$ cat src/rtl/cp0_pkg.sv
// rtl/cp0_pkg.sv - CP0 register numbers, exception codes and bit positions
package cp0_pkg;

   // CP0 register numbers
   localparam logic [4:0] REG_BADVADDR = 5'd8;
   localparam logic [4:0] REG_COUNT    = 5'd9;
   localparam logic [4:0] REG_COMPARE  = 5'd11;
   localparam logic [4:0] REG_SR       = 5'd12;
   localparam logic [4:0] REG_CAUSE    = 5'd13;
   localparam logic [4:0] REG_EPC      = 5'd14;
   localparam logic [4:0] REG_PRID     = 5'd15;

   // ExcCode values
   localparam logic [4:0] EXC_INT  = 5'd0;
   localparam logic [4:0] EXC_ADEL = 5'd4;
   localparam logic [4:0] EXC_ADES = 5'd5;
   localparam logic [4:0] EXC_SYS  = 5'd8;
   localparam logic [4:0] EXC_RI   = 5'd10;
   localparam logic [4:0] EXC_OV   = 5'd12;

   // SR / Cause bit positions
   localparam int SR_IE       = 0;
   localparam int SR_EXL      = 1;
   localparam int IM_LSB      = 10;
   localparam int IP_LSB      = 10;
   localparam int EXCCODE_LSB = 2;
   localparam int CAUSE_BD    = 31;
   localparam int TIMER_IP    = 5;

   localparam logic [31:0] HANDLER_ADDR = 32'h0000_4180;

   // What the unit takes on the current cycle
   typedef enum logic [1:0] {
      TAKE_NONE = 2'd0,
      TAKE_INT  = 2'd1,
      TAKE_EXC  = 2'd2
   } take_e;

   // Address-error exceptions are the only ones that log BadVAddr
   function automatic logic is_addr_exc(input logic [4:0] code);
      return (code == EXC_ADEL) || (code == EXC_ADES);
   endfunction

endpackage

$ cat src/rtl/cp0_timer.sv
// rtl/cp0_timer.sv - Count/Compare timer with sticky match flag
module cp0_timer (
   input  logic        clk,
   input  logic        reset,
   input  logic        count_we,
   input  logic        compare_we,
   input  logic [31:0] wdata,
   output logic [31:0] count,
   output logic [31:0] compare,
   output logic        pending
);
   import cp0_pkg::*;

   // Count free-runs (a write replaces the increment); match sets the flag, a Compare write clears it
   always_ff @(posedge clk) begin
      if (!reset) begin
         count   <= '0;
         compare <= '0;
         pending <= 1'b0;
      end else begin
         count <= count_we ? wdata : count + 32'd1;
         if (compare_we) begin
            compare <= wdata;
            pending <= 1'b0;
         end else if (count == compare) begin
            pending <= 1'b1;
         end
      end
   end

endmodule

$ cat src/rtl/cp0_unit.sv
// rtl/cp0_unit.sv - coprocessor 0: status, cause, EPC, timer and trap arbitration
module cp0_unit #(
   parameter int          NUM_HWINT = 6,
   parameter int          IRQ_EDGE  = 0,
   parameter int          HAS_TIMER = 1,
   parameter logic [31:0] PRID      = 32'h0000_2023
) (
   input  logic                 clk,
   input  logic                 reset,
   input  logic                 we,
   input  logic [4:0]           addr,
   input  logic [31:0]          wdata,
   output logic [31:0]          rdata,
   input  logic [31:0]          vpc,
   input  logic                 vpc_valid,
   input  logic                 bd,
   input  logic                 exc,
   input  logic [4:0]           exc_code,
   input  logic [31:0]          bad_vaddr,
   input  logic [NUM_HWINT-1:0] hwint,
   input  logic                 eret,
   output logic                 req,
   output logic [31:0]          epc
);
   import cp0_pkg::*;

   // IP/IM bits that physically exist; the timer owns IP[15] when present
   localparam int          HW_MASK_I = (1 << NUM_HWINT) - 1;
   localparam logic [5:0]  HW_MASK   = HW_MASK_I[5:0];
   localparam logic [5:0]  TMR_MASK  = (HAS_TIMER != 0) ? 6'b10_0000 : 6'b00_0000;
   localparam logic [5:0]  IM_MASK   = HW_MASK | TMR_MASK;

   logic        sr_ie;
   logic        sr_exl;
   logic [5:0]  sr_im;
   logic        cause_bd;
   logic [4:0]  cause_code;
   logic [5:0]  ip_hw;
   logic [5:0]  hw_prev;
   logic [31:0] epc_q;
   logic [31:0] badvaddr_q;

   logic [5:0]  hw_ext;
   logic [5:0]  ip_vec;
   logic        int_pend;
   logic        take_exc;
   take_e       take;
   logic        wr_ok;
   logic        count_we;
   logic        compare_we;
   logic [31:0] count_v;
   logic [31:0] compare_v;
   logic        timer_pend;

   // Widen the interrupt lines to the six-bit IP field
   always_comb begin
      hw_ext = '0;
      hw_ext[NUM_HWINT-1:0] = hwint;
   end

   assign ip_vec   = ip_hw | ((timer_pend && (HAS_TIMER != 0)) ? 6'b10_0000 : 6'b00_0000);
   assign int_pend = (|(ip_vec & sr_im)) & sr_ie & ~sr_exl & vpc_valid;
   assign take_exc = exc & ~sr_exl;
   assign req      = int_pend | take_exc;
   assign epc      = epc_q;

   // Interrupts win over a simultaneous synchronous exception
   always_comb begin
      take = TAKE_NONE;
      if (int_pend) begin
         take = TAKE_INT;
      end else if (take_exc) begin
         take = TAKE_EXC;
      end
   end

   // A trap in the same cycle swallows any mtc0
   assign wr_ok      = we & ~req;
   assign count_we   = wr_ok && (addr == REG_COUNT);
   assign compare_we = wr_ok && (addr == REG_COMPARE);

   generate
      if (HAS_TIMER != 0) begin : g_timer
         cp0_timer u_timer (
            .clk        (clk),
            .reset      (reset),
            .count_we   (count_we),
            .compare_we (compare_we),
            .wdata      (wdata),
            .count      (count_v),
            .compare    (compare_v),
            .pending    (timer_pend)
         );
      end else begin : g_no_timer
         assign count_v    = '0;
         assign compare_v  = '0;
         assign timer_pend = 1'b0;
      end
   endgenerate

   // Hardware IP bits: level mirrors the lines, edge latches 0->1 until software clears
   always_ff @(posedge clk) begin
      if (!reset) begin
         ip_hw   <= '0;
         hw_prev <= '0;
      end else begin
         hw_prev <= hw_ext;
         if (IRQ_EDGE != 0) begin
            if (wr_ok && (addr == REG_CAUSE)) begin
               ip_hw <= (wdata[IP_LSB +: 6] & HW_MASK) | (hw_ext & ~hw_prev);
            end else begin
               ip_hw <= ip_hw | (hw_ext & ~hw_prev);
            end
         end else begin
            ip_hw <= hw_ext;
         end
      end
   end

   // SR, Cause, EPC and BadVAddr: trap logging first, else mtc0 then eret
   always_ff @(posedge clk) begin
      if (!reset) begin
         sr_ie      <= 1'b0;
         sr_exl     <= 1'b0;
         sr_im      <= '0;
         cause_bd   <= 1'b0;
         cause_code <= '0;
         epc_q      <= '0;
         badvaddr_q <= '0;
      end else if (take != TAKE_NONE) begin
         sr_exl   <= 1'b1;
         cause_bd <= bd;
         epc_q    <= bd ? (vpc - 32'd4) : vpc;
         if (take == TAKE_INT) begin
            cause_code <= EXC_INT;
         end else begin
            cause_code <= exc_code;
            if (is_addr_exc(exc_code)) begin
               badvaddr_q <= bad_vaddr;
            end
         end
      end else begin
         if (we) begin
            case (addr)
               REG_SR: begin
                  sr_ie  <= wdata[SR_IE];
                  sr_exl <= wdata[SR_EXL];
                  sr_im  <= wdata[IM_LSB +: 6] & IM_MASK;
               end
               REG_EPC: epc_q <= wdata;
               default: ;
            endcase
         end
         if (eret && sr_exl) begin
            sr_exl <= 1'b0;
         end
      end
   end

   // mfc0 read mux; unused bits and unmapped registers read 0
   always_comb begin
      rdata = '0;
      case (addr)
         REG_BADVADDR: rdata = badvaddr_q;
         REG_COUNT:    rdata = count_v;
         REG_COMPARE:  rdata = compare_v;
         REG_SR:       rdata = {16'b0, sr_im, 8'b0, sr_exl, sr_ie};
         REG_CAUSE:    rdata = {cause_bd, 15'b0, ip_vec, 3'b0, cause_code, 2'b0};
         REG_EPC:      rdata = epc_q;
         REG_PRID:     rdata = PRID;
         default:      rdata = '0;
      endcase
   end

endmodule

$ cat config.mk
export PLATFORM = sky130hd
export DESIGN_NAME = cp0_unit
export DESIGN_NICKNAME = d
export VERILOG_FILES = /design/src/rtl/cp0_pkg.sv /design/src/rtl/cp0_timer.sv /design/src/rtl/cp0_unit.sv
export SDC_FILE = /design/constraint.sdc
export NUM_CORES = 1
export LEC_CHECK = 0
export ABC_CLOCK_PERIOD_IN_PS = 2600
export BUFFER_PORTS_ARGS = -buffer_cell sky130_fd_sc_hd__buf_2
export CAP_MARGIN = 20
export CORE_MARGIN = 2
export CORE_UTILIZATION = 40
export DETAILED_ROUTE_END_ITERATION = 16
export PLACE_DENSITY = 0.66
export SETUP_SLACK_MARGIN = 0.2
export SLEW_MARGIN = 30
export SYNTH_ARGS = -nofsm -noshare
export SYNTH_HDL_FRONTEND = slang
export SYNTH_SLANG_ARGS = --single-unit
$ cat constraint.sdc
create_clock -name clk -period 2.6 [get_ports clk]
set_input_delay 0.52 -clock clk [delete_from_list [all_inputs] [get_ports clk]]
set_output_delay 0.52 -clock clk [all_outputs]
set_load 0.01 [all_outputs]
==> impl_results.md <==
- Setup violators final: 0
- Yosys top cell area share: 0.367
- Worst-margin pin slew: 0.636 ns
- Critical Path Slowest Stage Cell: a222oi_1
- Max_slew headroom: 0.576
- Initial drt markers: 713
- Crit. End Element: primary output
- Crit path required time: 2.08 ns
- Hold_buf cts: 0
- Min Tclk post-route: 2.44 ns
- Drt first pass iters: 7
- TritonCTS Sinks: 149
- Ys async rst share: 0
- CTS Buf Count: 17
- Main synth FF type: dfxtp_1
- CTS Root Cell: clkbuf_16
- Routed vias/inst: 5.56
- Clk_lat worst skew: 0.43 ns
- Placed wire-length estimate: between 20000 and 25000 microns
- Mean Syn Cell Area: between 8 and 9 sq um
- I/O pin total: 184
- Cell row count: 52
- Mapped Cells: 917
- Initial antenna violation count: 1
- Status: complete, no violations
- RSZ-0062 raised after global routing: true
- P_leak: 4.50 nW
- CP cell instances: buf_2 -> or3b_4 -> nor3_4 -> buf_12 -> a222oi_1 -> nand2_1 -> buf_2
- Top Family by Delay on Critical Path: compound AO/OA/AOI/OAI gates
- Fin crit share: 0.939
- Yosys top cell by area: dfxtp_1
- First-pass GRT wire length: 41500 microns
- TNS Setup: 0 ns
- EDFF count, synth: 0
- Worst R2R Setup Slack: 0.53 ns
- Gr ovfl total: 0
- Vias in the first global route: 7078
- Initial Util: 0.404
- Die H: 146 microns
- Worst Hold Class: in2reg
- Worst hold slack: 0.315 ns
- WP buf/inv: 3
- Detailed-route via count: 7598
- CP Max Fanout: 11
- Critical path's largest stage delay: 0.54 ns
- PortBufs: 183
- Crit-path most repeated cell: buf_2
- CP Launch Type: input pin
- CTS tree: done
- Avg WL per Cell: 19.9 microns
- Number of synthesis warnings: 0
- Max VDD drop: around 0.00042 V
- PwrDens: around 560 mW/mm^2
- Synth-to-layout area growth: 25.9%
- Synth unique cells: 52
- Worst-path clk slew: 0.06 ns
- Fmax: 410 MHz
- Die area: ~0.021 sq mm
- Clock Path Buffers: 2
- Htree depth: 4
- Fin. max-slew vios: 0
- Largest net degree at the start of global routing: 70
- Syn_nets: slightly above 1000
- Synth top area cells: dfxtp_1 (37%), mux2i_1 (11%), xnor2_1 (7.9%), nor2b_1 (6.0%), nand2_1 (4.9%)
- CP arrival: 1.92 ns
- Post-route DRC: 0
- Core area: 0.0201 sq mm
- Final Skew: between 0.01 and 0.015 ns
- Post-route ant nets: 0
- Final Hold Viols: 0
- #FFs+latches synth: around 150
- GRT Total Usage: 0.249
- Die Wd: 146 microns
- Fin nets: approximately 1200
- Total routed wirelength: 27300 microns
- Critical path class: in2out
- Share of cells above drive strength 1: 0.259
- Seq/Total Area, Yosys: 0.367
- Routability Congestion: 0.922
- Mapped Area: 0.00812 sq mm
- Pwr Total: 5.74 mW
- Max-Cap Viols: 0
[layout make-up]
class / count / area, sq um
well taps: 270 / 338
inverters: 4 / 15.0
clock buffers: 19 / 433
repair buffers: 219 / 1330
diodes: 1 / 2.50
flip-flops and latches: 149 / 2980
clock inverters: 12 / 203
multi-input cells: 693 / 4920
fillers: 1952 / 9880
[worst register-to-register path: cells and delay by family (launching register included)]
kind                   cells  cell delay, ns
buffers and inverters      2            0.57
and+or+nand+nor            2            0.32
DFF                        1            0.33
muxes                      1            0.25
AOI/OAI and AO/OA          2            0.49
[power by group]
| group | switching, mW | internal, mW |
|---|---|---|
| Combinational | 0.341 | 0.281 |
| Clock | 0.980 | 1.70 |
| Sequential | 0.0816 | 2.36 |
[per-stage QoR]
stage | utilization | area [sq um] | instances | setup slack (ns)
after floorplan | - | 8120 | 917 | 0.222
after global placement | 0.472 | 9500 | 1331 | 0.0713
after detailed placement | 0.472 | 9500 | 1331 | 0.0578
after CTS | 0.508 | 10200 | 1366 | 0.143
after global routing | 0.508 | 10200 | 1367 | 0.0834
final | 0.508 | 10200 | 1367 | 0.160
[synthesized netlist by cell type, drive strengths merged (2+ instances only)]
cell type / count
or3b: 2
ha: 2
nand4: 23
nor3: 13
clkbuf: 59
nor2: 23
o211a: 18
mux2i: 91
nand3b: 2
nor4b: 5
nor4: 19
a21oi: 39
a222oi: 31
dfxtp: 149
buf: 12
mux2: 15
inv: 4
o21ai: 43
or4: 7
nand2: 106
and4: 5
and3: 13
or3: 8
nand2b: 2
xnor2: 73
xor2: 15
a22oi: 18
nand3: 23
nor2b: 78
and2: 7
[cells by family (layout without fill, tap and decap cells)]
family	Yosys count	count (layout)	share of synthesized area
adders and majority gates	2	2	0.00308
xor gates and xnor gates	88	88	0.0949
buffers and inverters	75	254	0.0367
and+or+nand+nor	341	341	0.229
other	0	1	0
DFF	149	149	0.367
AOI/OAI and AO/OA	156	156	0.136
muxes	106	106	0.133
[repair_timing]
| action | 4_1_cts | 5_1_grt |
|---|---|---|
| pin swaps | 5 | 4 |
| endpoints found under the setup margin | 33 | 33 |
| gates resized for setup | 9 | 1 |
| setup buffers | 3 | 0 |
| cloned | 1 | 0 |
[path summary, 6_finish.rpt]
| kind | start | cells after the start | to |
|---|---|---|---|
| max | addr[3] | 7 | rdata[30] |
| min | hwint[3] | 2 | ip_hw[3] |
| max reg2reg | sr_im[4] | 7 | badvaddr_q[12] |
| min reg2reg | cause_bd | 2 | cause_bd |
[sequential cells by signal, indices dropped and copies added (netlist names)]
register,count
ip_hw,6
g_timer.u_timer.compare,32
g_timer.u_timer.count,32
cause_bd,1
badvaddr_q,32
sr_exl,1
sr_ie,1
g_timer.u_timer.pending,1
epc,32
cause_code,5
sr_im,6
[cell usage in the layout (no fill, tap or decap), types with 2 or more instances in the layout]
master / synthesis / layout
nor2_1: 23 / 21
a21oi_1: 39 / 37
mux2i_1: 91 / 91
nor4_1: 17 / 17
mux2_2: 13 / 13
ha_1: 2 / 2
and4_1: 5 / 5
clkbuf_16: 0 / 17
or4_1: 4 / 4
dfxtp_1: 149 / 148
clkbuf_1: 59 / 2
o211a_1: 18 / 18
nor4b_1: 4 / 4
nor3_1: 13 / 11
xor2_1: 15 / 15
nand2_1: 106 / 106
inv_1: 4 / 3
o21ai_0: 41 / 41
buf_2: 10 / 181
nand3b_1: 2 / 2
and3_1: 13 / 13
and2_1: 7 / 7
or4_4: 2 / 2
nor2b_1: 78 / 78
xnor2_1: 73 / 73
nand3_1: 23 / 23
bufinv_16: 0 / 5
a21oi_4: 0 / 2
mux2_1: 2 / 2
or3_1: 7 / 7
a222oi_1: 31 / 31
a22oi_1: 18 / 18
buf_4: 1 / 27
clkinvlp_4: 0 / 4
o21ai_4: 0 / 2
nand4_1: 23 / 23
buf_12: 0 / 9
[layer usage]
metal	up-vias	wire, microns	track usage
met5	-	0	0
met4	0	635	0.0782
met3	43	2230	0.0372
met2	341	11600	0.374
met1	3568	12800	0.368
li1	3646	-	-
Power figures use the tool's default switching activity.
